==> config.mk <==
export PLATFORM = sky130hd
export DESIGN_NAME = axis_counter_source_flat
export DESIGN_NICKNAME = d
export VERILOG_FILES = /design/src/rtl/axis_counter_source_if.sv /design/src/rtl/axis_counter_source.sv /design/src/flat_wrapper.sv
export SDC_FILE = /design/constraint.sdc
export NUM_CORES = 1
export LEC_CHECK = 0
export ABC_AREA = 1
export CORE_ASPECT_RATIO = 0.5
export CORE_MARGIN = 4
export CORE_UTILIZATION = 50
export DETAILED_ROUTE_END_ITERATION = 12
export PLACE_DENSITY = 0.8
export SLEW_MARGIN = 40
export SYNTH_ARGS = -nofsm -noshare
export SYNTH_HDL_FRONTEND = slang
export SYNTH_SLANG_ARGS = --single-unit
==> constraint.sdc <==
create_clock -name clk -period 2.25 [get_ports clk]
set_input_delay 0.3375 -clock clk [delete_from_list [all_inputs] [get_ports clk]]
set_output_delay 0.3375 -clock clk [all_outputs]
set_load 0.005 [all_outputs]
==> src/rtl/axis_counter_source_if.sv <==
`default_nettype none
// ============================================================================
// Module   : axis_counter_source_if
// Purpose  : AXI-Stream bundle driven by axis_counter_source. The tuser field
//            exists only when AXIS_SRC_TUSER_EN is defined.
// Revision : 1.0
// ============================================================================
interface axis_counter_source_if #(
    parameter int DATA_WIDTH = 16
);
    logic                  tvalid;
    logic                  tready;
    logic [DATA_WIDTH-1:0] tdata;
    logic                  tlast;
`ifdef AXIS_SRC_TUSER_EN
    logic [7:0]            tuser;
`endif

    modport master (
        input  tready,
`ifdef AXIS_SRC_TUSER_EN
        output tuser,
`endif
        output tvalid,
        output tdata,
        output tlast
    );

    modport slave (
        output tready,
`ifdef AXIS_SRC_TUSER_EN
        input  tuser,
`endif
        input  tvalid,
        input  tdata,
        input  tlast
    );
endinterface
`default_nettype wire

==> src/rtl/axis_counter_source.sv <==
`default_nettype none
// ============================================================================
// Module   : axis_counter_source
// Purpose  : AXI-Stream master emitting packets of incrementing counter
//            values. Optional AXIS_SRC_TUSER_EN adds tuser = packet index.
// Revision : 1.0
// ============================================================================
module axis_counter_source #(
    parameter int          DATA_WIDTH    = 16,
    parameter logic [63:0] START_VALUE   = 64'd800,
    parameter logic [63:0] END_VALUE     = 64'd808,
    parameter logic [63:0] STEP          = 64'd1,
    parameter int          GAP_CYCLES    = 0,
    parameter int          PKT_CNT_WIDTH = 16
) (
    input  wire logic                     clk,
    input  wire logic                     reset,
    input  wire logic                     enable,
    input  wire logic [PKT_CNT_WIDTH-1:0] num_packets,
    axis_counter_source_if.master         m,
    output logic                          busy,
    output logic                          done,
    output logic [PKT_CNT_WIDTH-1:0]      pkt_count
);

    localparam logic [DATA_WIDTH-1:0]    c_start    = START_VALUE[DATA_WIDTH-1:0];
    localparam logic [DATA_WIDTH:0]      c_end      = {1'b0, END_VALUE[DATA_WIDTH-1:0]};
    localparam logic [DATA_WIDTH:0]      c_step     = {1'b0, STEP[DATA_WIDTH-1:0]};
    localparam bit                       c_has_gap  = (GAP_CYCLES > 0);
    localparam logic [7:0]               c_gap_load = c_has_gap ? 8'(GAP_CYCLES - 1) : 8'd0;
    localparam logic [PKT_CNT_WIDTH-1:0] c_pkt_max  = '1;
    localparam logic [PKT_CNT_WIDTH-1:0] c_pkt_one  = PKT_CNT_WIDTH'(1);

    typedef enum logic [1:0] {
        S_IDLE = 2'd0,
        S_SEND = 2'd1,
        S_GAP  = 2'd2,
        S_DONE = 2'd3
    } state_t;

    state_t                   r_state;
    state_t                   w_state_next;
    logic [DATA_WIDTH-1:0]    r_tdata;
    logic [DATA_WIDTH-1:0]    w_tdata_next;
    logic [PKT_CNT_WIDTH-1:0] r_num_pkts;
    logic [PKT_CNT_WIDTH-1:0] w_num_next;
    logic [PKT_CNT_WIDTH-1:0] r_pkt_count;
    logic [PKT_CNT_WIDTH-1:0] w_pkt_next;
    logic [PKT_CNT_WIDTH-1:0] w_pkt_plus1;
    logic [PKT_CNT_WIDTH-1:0] w_pkt_sat;
    logic [7:0]               r_gap_cnt;
    logic [7:0]               w_gap_next;
    logic [DATA_WIDTH:0]      w_sum;
    logic                     w_last;
    logic                     w_xfer;
`ifdef AXIS_SRC_TUSER_EN
    logic [7:0]               r_tuser;
    logic [7:0]               w_tuser_next;
`endif

    // One extra bit on the sum so a value near the top of the range cannot wrap
    assign w_sum       = {1'b0, r_tdata} + c_step;
    assign w_last      = (w_sum > c_end);
    assign w_xfer      = (r_state == S_SEND) && m.tready;
    assign w_pkt_plus1 = r_pkt_count + c_pkt_one;
    assign w_pkt_sat   = (r_pkt_count == c_pkt_max) ? r_pkt_count : w_pkt_plus1;

    always_comb begin
        w_state_next = r_state;
        w_tdata_next = r_tdata;
        w_num_next   = r_num_pkts;
        w_pkt_next   = r_pkt_count;
        w_gap_next   = r_gap_cnt;
`ifdef AXIS_SRC_TUSER_EN
        w_tuser_next = r_tuser;
`endif
        case (r_state)
            S_IDLE: begin
                if (enable) begin
                    w_state_next = S_SEND;
                    w_tdata_next = c_start;
                    w_num_next   = num_packets;
                    w_pkt_next   = '0;
`ifdef AXIS_SRC_TUSER_EN
                    w_tuser_next = 8'd0;
`endif
                end
            end
            S_SEND: begin
                if (w_xfer) begin
                    if (!w_last) begin
                        w_tdata_next = w_sum[DATA_WIDTH-1:0];
                    end else begin
                        w_pkt_next   = w_pkt_sat;
                        w_tdata_next = c_start;
`ifdef AXIS_SRC_TUSER_EN
                        w_tuser_next = 8'(w_pkt_sat);
`endif
                        // Run limit wins over enable, which wins over the gap
                        if ((r_num_pkts != '0) && (w_pkt_plus1 == r_num_pkts)) begin
                            w_state_next = S_DONE;
                        end else if (!enable) begin
                            w_state_next = S_IDLE;
                        end else if (c_has_gap) begin
                            w_state_next = S_GAP;
                            w_gap_next   = c_gap_load;
                        end
                    end
                end
            end
            S_GAP: begin
                if (r_gap_cnt == 8'd0) begin
                    w_state_next = enable ? S_SEND : S_IDLE;
                end else begin
                    w_gap_next = r_gap_cnt - 8'd1;
                end
            end
            S_DONE: begin
                if (!enable) begin
                    w_state_next = S_IDLE;
                end
            end
            default: begin
                w_state_next = S_IDLE;
            end
        endcase
    end

    always_ff @(posedge clk or posedge reset) begin
        if (reset) begin
            r_state     <= S_IDLE;
            r_tdata     <= '0;
            r_num_pkts  <= '0;
            r_pkt_count <= '0;
            r_gap_cnt   <= 8'd0;
`ifdef AXIS_SRC_TUSER_EN
            r_tuser     <= 8'd0;
`endif
        end else begin
            r_state     <= w_state_next;
            r_tdata     <= w_tdata_next;
            r_num_pkts  <= w_num_next;
            r_pkt_count <= w_pkt_next;
            r_gap_cnt   <= w_gap_next;
`ifdef AXIS_SRC_TUSER_EN
            r_tuser     <= w_tuser_next;
`endif
        end
    end

    assign m.tvalid  = (r_state == S_SEND);
    assign m.tdata   = r_tdata;
    assign m.tlast   = (r_state == S_SEND) && w_last;
`ifdef AXIS_SRC_TUSER_EN
    assign m.tuser   = r_tuser;
`endif
    assign busy      = (r_state == S_SEND) || (r_state == S_GAP);
    assign done      = (r_state == S_DONE);
    assign pkt_count = r_pkt_count;

endmodule
`default_nettype wire

==> src/flat_wrapper.sv <==
// flat-port wrapper written by rule: the top's interface ports become plain ports
module axis_counter_source_flat 
#(
    parameter int          DATA_WIDTH    = 16,
    parameter logic [63:0] START_VALUE   = 64'd800,
    parameter logic [63:0] END_VALUE     = 64'd808,
    parameter logic [63:0] STEP          = 64'd1,
    parameter int          GAP_CYCLES    = 0,
    parameter int          PKT_CNT_WIDTH = 16
)
  (clk, reset, enable, num_packets, busy, done, pkt_count, m_tready, m_tvalid, m_tdata, m_tlast);
  axis_counter_source_if #(.DATA_WIDTH(DATA_WIDTH)) m_i ();
  input  wire logic clk;
  input  wire logic reset;
  input  wire logic enable;
  input  wire logic [PKT_CNT_WIDTH-1:0] num_packets;
  output logic busy;
  output logic done;
  output logic [PKT_CNT_WIDTH-1:0] pkt_count;
  input wire logic [$bits(m_i.tready)-1:0] m_tready;
  output wire logic [$bits(m_i.tvalid)-1:0] m_tvalid;
  output wire logic [$bits(m_i.tdata)-1:0] m_tdata;
  output wire logic [$bits(m_i.tlast)-1:0] m_tlast;
  assign m_i.tready = m_tready;
  assign m_tvalid = m_i.tvalid;
  assign m_tdata = m_i.tdata;
  assign m_tlast = m_i.tlast;
  axis_counter_source #(.DATA_WIDTH(DATA_WIDTH), .START_VALUE(START_VALUE), .END_VALUE(END_VALUE), .STEP(STEP), .GAP_CYCLES(GAP_CYCLES), .PKT_CNT_WIDTH(PKT_CNT_WIDTH)) u_core (.clk(clk), .reset(reset), .enable(enable), .num_packets(num_packets), .m(m_i), .busy(busy), .done(done), .pkt_count(pkt_count));
endmodule
# [Word level (Yosys, flattened, before mapping)]
# Cells that the tools add are included.
[op_classes] bitwise=1 order_cmp=1 muxes=17 n_reduce_logical=13 addsub=3 n_eq_ne=10
[op_table] op="two-way mux 16 bit" count=7
[op_table] op="one-hot mux 16 bit (2 select lines)" count=2
[op_table] op="adder 16 x 1 -> 17 bit, second input constant" count=1
[op_table] op="greater-than comparator 17 x 10 -> 1 bit, second input constant" count=1
[op_table] op="adder 16 x 1 -> 16 bit, second input constant" count=1
[op_table] op="== test 16 bit" count=1
[op_table] op="== test 16 bit, second input constant" count=1
[op_table] op="nonzero test 16 bit" count=1
[op_table] op="two-way mux 2 bit" count=6
[op_table] op="zero test 8 bit" count=1
[op_table] op="one-hot mux 2 bit (4 select lines)" count=1
[op_table] op="subtractor 8 x 1 -> 8 bit, second input constant" count=1
[op_table] op="!= test 2 x 1 -> 1 bit, second input constant" count=3
[op_table] op="AND reduction 5 bit" count=1
[op_table] op="== test 2 bit, second input constant" count=2
[op_table] op="!= test 2 bit, second input constant" count=2
[op_table] op="AND reduction 2 bit" count=2
[op_table] op="AND reduction 4 bit" count=1
[op_table] op="logical AND 1 bit" count=3
[op_table] op="AND reduction 3 bit" count=1
[op_table] op="== test 2 x 1 -> 1 bit, second input constant" count=1
[op_table] op="zero test 2 bit" count=1
[op_table] op="nonzero test 2 bit" count=1
[op_table] op="logical OR 1 bit" count=1
[op_table] op="2 further kinds" count=2
[totals] in_bits=20 wordCells=50 out_inout_bits=36 reg_bits=58

# [Depth between registers and ports, before layout]
[logic_depth] word_depth=7 mapped_depth=16 ltp_nobuf=15

# [Worst setup path after synthesis]
# No wires, ideal clock.
[synth_timing] path_kind="reg2reg" start="register u_core.r_tdata[1], in the netlist u_core.m.tdata[1]" end="register u_core.r_pkt_count[13], in the netlist u_core.pkt_count[13]" slack_ns=0.262 setup_ns=0.117 t_arrival_ns=1.871 required_ns=2.133 path_buffers=1 period_less_slack_ns=1.988 path_stages_with_launch=15 path_cell_list="dfrtp_1 ha_1 nand3_2 inv_2 nand2_4 nor2_2 xor2_1 nand2_1 nor2_2 nand4_4 nand2_4 inv_4 buf_4 nand3_1 nand2_1"
[synth_via] elab_chain_len=4
[synth_rtl] item="from (decl)" line="axis_counter_source.sv:43" rtl="logic [DATA_WIDTH-1:0] r_tdata;"
[synth_rtl] item="from (signal assigned)" line="axis_counter_source.sv:141" rtl="r_tdata <= w_tdata_next;"
[synth_rtl] item="adder 16 x 1 -> 17 bit" line="axis_counter_source.sv:62" rtl="assign w_sum = {1'b0, r_tdata} + c_step;"
[synth_rtl] item="greater-than comparator 17 x 10 -> 1 bit" line="axis_counter_source.sv:63" rtl="assign w_last = (w_sum > c_end);"
[synth_rtl] item="!= test 2 x 1 -> 1 bit (no line)"
[synth_rtl] item="AND reduction 5 bit (no line)"
[synth_rtl] item="to (signal assigned)" line="axis_counter_source.sv:143" rtl="r_pkt_count <= w_pkt_next;"
[synth_rtl] item="to (decl)" line="axis_counter_source.sv:47" rtl="logic [PKT_CNT_WIDTH-1:0] r_pkt_count;"
# No other way between the ends.
# A chain may end at the register's enable or synchronous reset.

# [Worst setup path after layout]
[layout_timing] start="register u_core.r_tdata[1], in the netlist u_core.m.tdata[1]" end="register u_core.r_tdata[7], in the netlist u_core.m.tdata[7]"
[layout_via] elab_chain_len=5
[layout_rtl] item="adder 16 x 1 -> 17 bit (*)" line="axis_counter_source.sv:62"
[layout_rtl] item="greater-than comparator 17 x 10 -> 1 bit" line="axis_counter_source.sv:63"
[layout_rtl] item="two-way mux 16 bit (*)" line="axis_counter_source.sv:91" rtl="if (!w_last) begin"
[layout_rtl] item="two-way mux 16 bit (*)" line="axis_counter_source.sv:90" rtl="if (w_xfer) begin"
[layout_rtl] item="one-hot mux 16 bit (2 select lines) (*)" line="axis_counter_source.sv:77" rtl="case (r_state)"
# Mark *: on every way between the ends. The rest lies on a longest branch, timed or not. The select of a mux whose other input is x is not followed.

==> metrics.md <==
| Metric | Value |
|---|---|
| Synth cell count leaders | 174 x nand2_1, 70 x nor2_1, 66 x inv_1 |
| # rows | 22 |
| Vias in the first global route | between 3000 and 4000 |
| RePlAce Congestion | just over 0.9 |
| Count of inserted antenna diode cells | 0 |
| Initial core utilization | between 50% and 60% |
| Die width | about 130 um |
| CP max-delay cell | dfrtp_1 |
| Setup Skew | 7.77 ps |
| DIE AREA | about 9300 um2 |
| Post-synth EDFFs | 0 |
| Crit path time final | roughly 2300 ps |
| Area contributors post-synth | dfrtp_1 38%, nand2_1 17%, nand3_1 8.3%, nor2_1 6.8%, inv_1 6.4% |
| Crit path kind | reg -> reg |
| Avg Inst Size Synth | approximately 6.9 um2 |
| Power, Total | about 4.5 mW |
| Startpoint types | register |
| Maximum VDD drop | approximately 0.44 mV |
| Failing checks | setup timing |
| Seq. cell area | approximately 1500 um2 |
| Final Net Count | between 600 and 700 |
| Critical path data required time | about 2500 ps |
| Switching share of power | 38.3% |
| Asr flop ratio synth | 100% |
| Synthesized Nets | between 500 and 600 |
| Final number of setup-violating endpoints | 10 |
| Slew Limit Fails | 0 |
| Fin worst setup slack | -24.8 ps |
| Drt total wl | approximately 10 mm |
| Reg clk slew, reported paths | roughly 50 ps |
| Critical path arrival | roughly 2500 ps |
| Maximum clock path buffer count | 2 |
| Synthesized area | 3850 um2 |
| CTS tree | built |
| Layout cell share with drive strength beyond 1 | between 10% and 20% |
| Fillers | between 600 and 700 |
| Max cap viols | 0 |
| DR iter-0 viols | ~420 |
| Lkg Pwr | roughly 2.4 nW |
| Vias/cell | roughly 5.3 |
| HP Class | in -> async |
| Final antenna-violating net count | 0 |
| Port bufs | 55 |
| Combinational power share | between 40% and 50% |
| Synth area leader | dfrtp_1 |
| Final global-route overflow total | 0 |
| Count leader, synth | nand2_1 |
| Layout area overhead | 31.0% |
| Post-DP HPWL | a little over 7 mm |
| Sw power | between 1.5 and 2 mW |
| TritonRoute pass-1 iters | 6 |
| Total track usage | between 20% and 30% |
| Core Area | ~7400 um2 |
| Clock root cell | clkbuf_16 |
| Post-synth top area share | a little under two fifths |
| Ys Warns | 0 |
| First-pass GRT wire length | 16.0 mm |
| Io pins | 56 |
| Post-layout util | 68.1% |
| Max_slew headroom | 77.8% |
| CP Cell Sequence | ha_2 -> nand3_2 -> inv_2 -> nand2_4 -> nor2_4 -> xor2_1 -> nand2_1 -> nor2_2 -> buf_4 -> buf_4 -> nand4_4 -> nor2_1 -> nand2_1 -> o21ai_0 |
| Multi-input gate area | ~2200 um2 |
| Wire per inst | 13.5 um |
| Int Pwr | around 2.8 mW |
| Worst path bufs/invs | 3 |
| DRC viols | 0 |
| Die Ht | 70.0 um |
| Clock network power share | 26.5% |
| Cells after synthesis | 560 |
| Register share of total power | between 30% and 40% |
| Fmax | around 0.44 GHz |
| Synth Flop Type | dfrtp_1 |
| Crit-path max cell delay | ~370 ps |
| Cell family with most CP delay | simple AND/OR/NAND/NOR gates |
| H-tree depth | 3 |
| Tcrit/Tclk final | 101% |
| Post-synthesis sequential area ratio | between 30% and 40% |
| Synth unique cells | 39 |
| Unrepaired setup endpoints after global routing | yes |
| Max FO, Critical Path | 8 |
| Pwr Density | 894 nW/um2 |
| Status | finished with violations |
| Synthesized flop and latch total | 58 |
| Crit path capture type | register |
| Clock Sinks | 58 |
| Pin count of the biggest net entering global routing | 59 |
| Worst-margin pin slew | between 300 and 400 ps |
| Clock Latency Late Sink | 330 ps |
| Number of buffers created by CTS | 9 |
| Initial antenna violation count | 0 |
| DR vias | roughly 3900 |
| Fin. Hold Viols | 0 |
## cell families after synthesis
logic type | count (synthesis) | share of synthesized area [%]
AO/OA/AOI/OAI | 49 | 6.96
XOR/XNOR | 13 | 3.35
adder cells (fa/ha/maj) | 8 | 2.60
buffers and inverters | 79 | 8.26
flip-flops | 58 | 37.7
AND/OR/NAND/NOR | 353 | 41.1
## final timing paths
kind / cells past startpoint / slack (ps) / end / startpoint
setup reg to reg: 14 / -20 / u_core.m.tdata[7] / u_core.m.tdata[1]
hold reg to reg: 1 / 460 / u_core.r_gap_cnt[7] / u_core.r_gap_cnt[7]
max in group asynchronous: 3 / 1590 / u_core.pkt_count[0] / reset
hold / removal: 3 / 370 / u_core.m.tdata[11] / reset
setup / recovery: 14 / -20 / u_core.m.tdata[7] / u_core.m.tdata[1]
min in group clk: 1 / 460 / u_core.r_gap_cnt[7] / u_core.r_gap_cnt[7]
## layout by cell type (no fill, tap or decap), types with 4 or more instances in the layout
cell             synthesis  layout
a21oi_1                 30      30
dfrtp_1                 58      54
nor3_1                   4       4
nor2_1                  70      64
nor2_4                   3       6
nand3b_1                 4       4
nand2_1                174     174
clkdlybuf4s50_1          0      54
xor2_1                   7       7
nand4_1                 15      15
dfrtp_2                  0       4
inv_1                   66      65
xnor2_1                  5       5
ha_1                     8       6
clkbuf_1                 5       4
nand3_1                 64      64
o21ai_0                  9       7
clkbuf_16                0       9
buf_4                    2      19
nor2_2                   7      10
## layout make-up
cell class	instances	area share, %
multi-input cells	424	42.7
repair inverters	2	0.347
clock buffers	14	5.04
well taps	96	2.38
repair buffers	79	15.3
flip-flops and latches	58	28.9
inverters	69	5.38
## repair_timing
item / in CTS / in global routing
hold buffers: 0 / 0
resized for setup: 7 / 23
setup endpoints to repair: 1 / 23
setup buffers: 3 / 5
gates cloned: 0 / 3
pin swaps: 5 / 9
## metrics by stage
stage	setup TNS [ps]	instance area (um2)	worst slack, ps	instances	hold slack (ps)
after floorplan	0	3850	262	560	442
after global placement	0	4600	40.3	717	456
after detailed placement	0	4600	8.89	717	459
after CTS	-3.91	4870	-3.91	734	392
after global routing	-2770	5040	-146	742	418
final	-86.6	5040	-24.8	742	374
## worst min-delay path, delay by kind of cell
| kind | cells | cell delay [ps] |
|---|---|---|
| buffers and inverters | 3 | 750 |
## metal layers
| layer | vias to the layer above | wire, um | GRT usage [%] |
|---|---|---|---|
| li1 | 1969 | - | - |
| met1 | 1788 | 4510 | 26.7 |
| met2 | 150 | 4680 | 34.9 |
| met3 | 16 | 708 | 6.19 |
| met4 | 0 | 143 | 6.75 |
| met5 | - | 0 | 0 |
## state kept, by name, summed over array words and instances, names as in the netlist
| signal | count |
|---|---|
| u_core.pkt_count | 16 |
| u_core.r_gap_cnt | 8 |
| u_core.r_num_pkts | 16 |
| u_core.m.tdata | 16 |
| u_core.r_state | 2 |
## power by group through the flow
stage	combinational [mW]	clock, mW	sequential (mW)
2_1_floorplan	1.08	0	1.40
3_3_place_gp	1.57	0	1.42
3_5_place_dp	1.59	0	1.43
4_1_cts	1.62	1.21	1.41
5_1_grt	2.07	1.25	1.45
6_report	1.89	1.19	1.43
(Power assumes the default switching activity.)
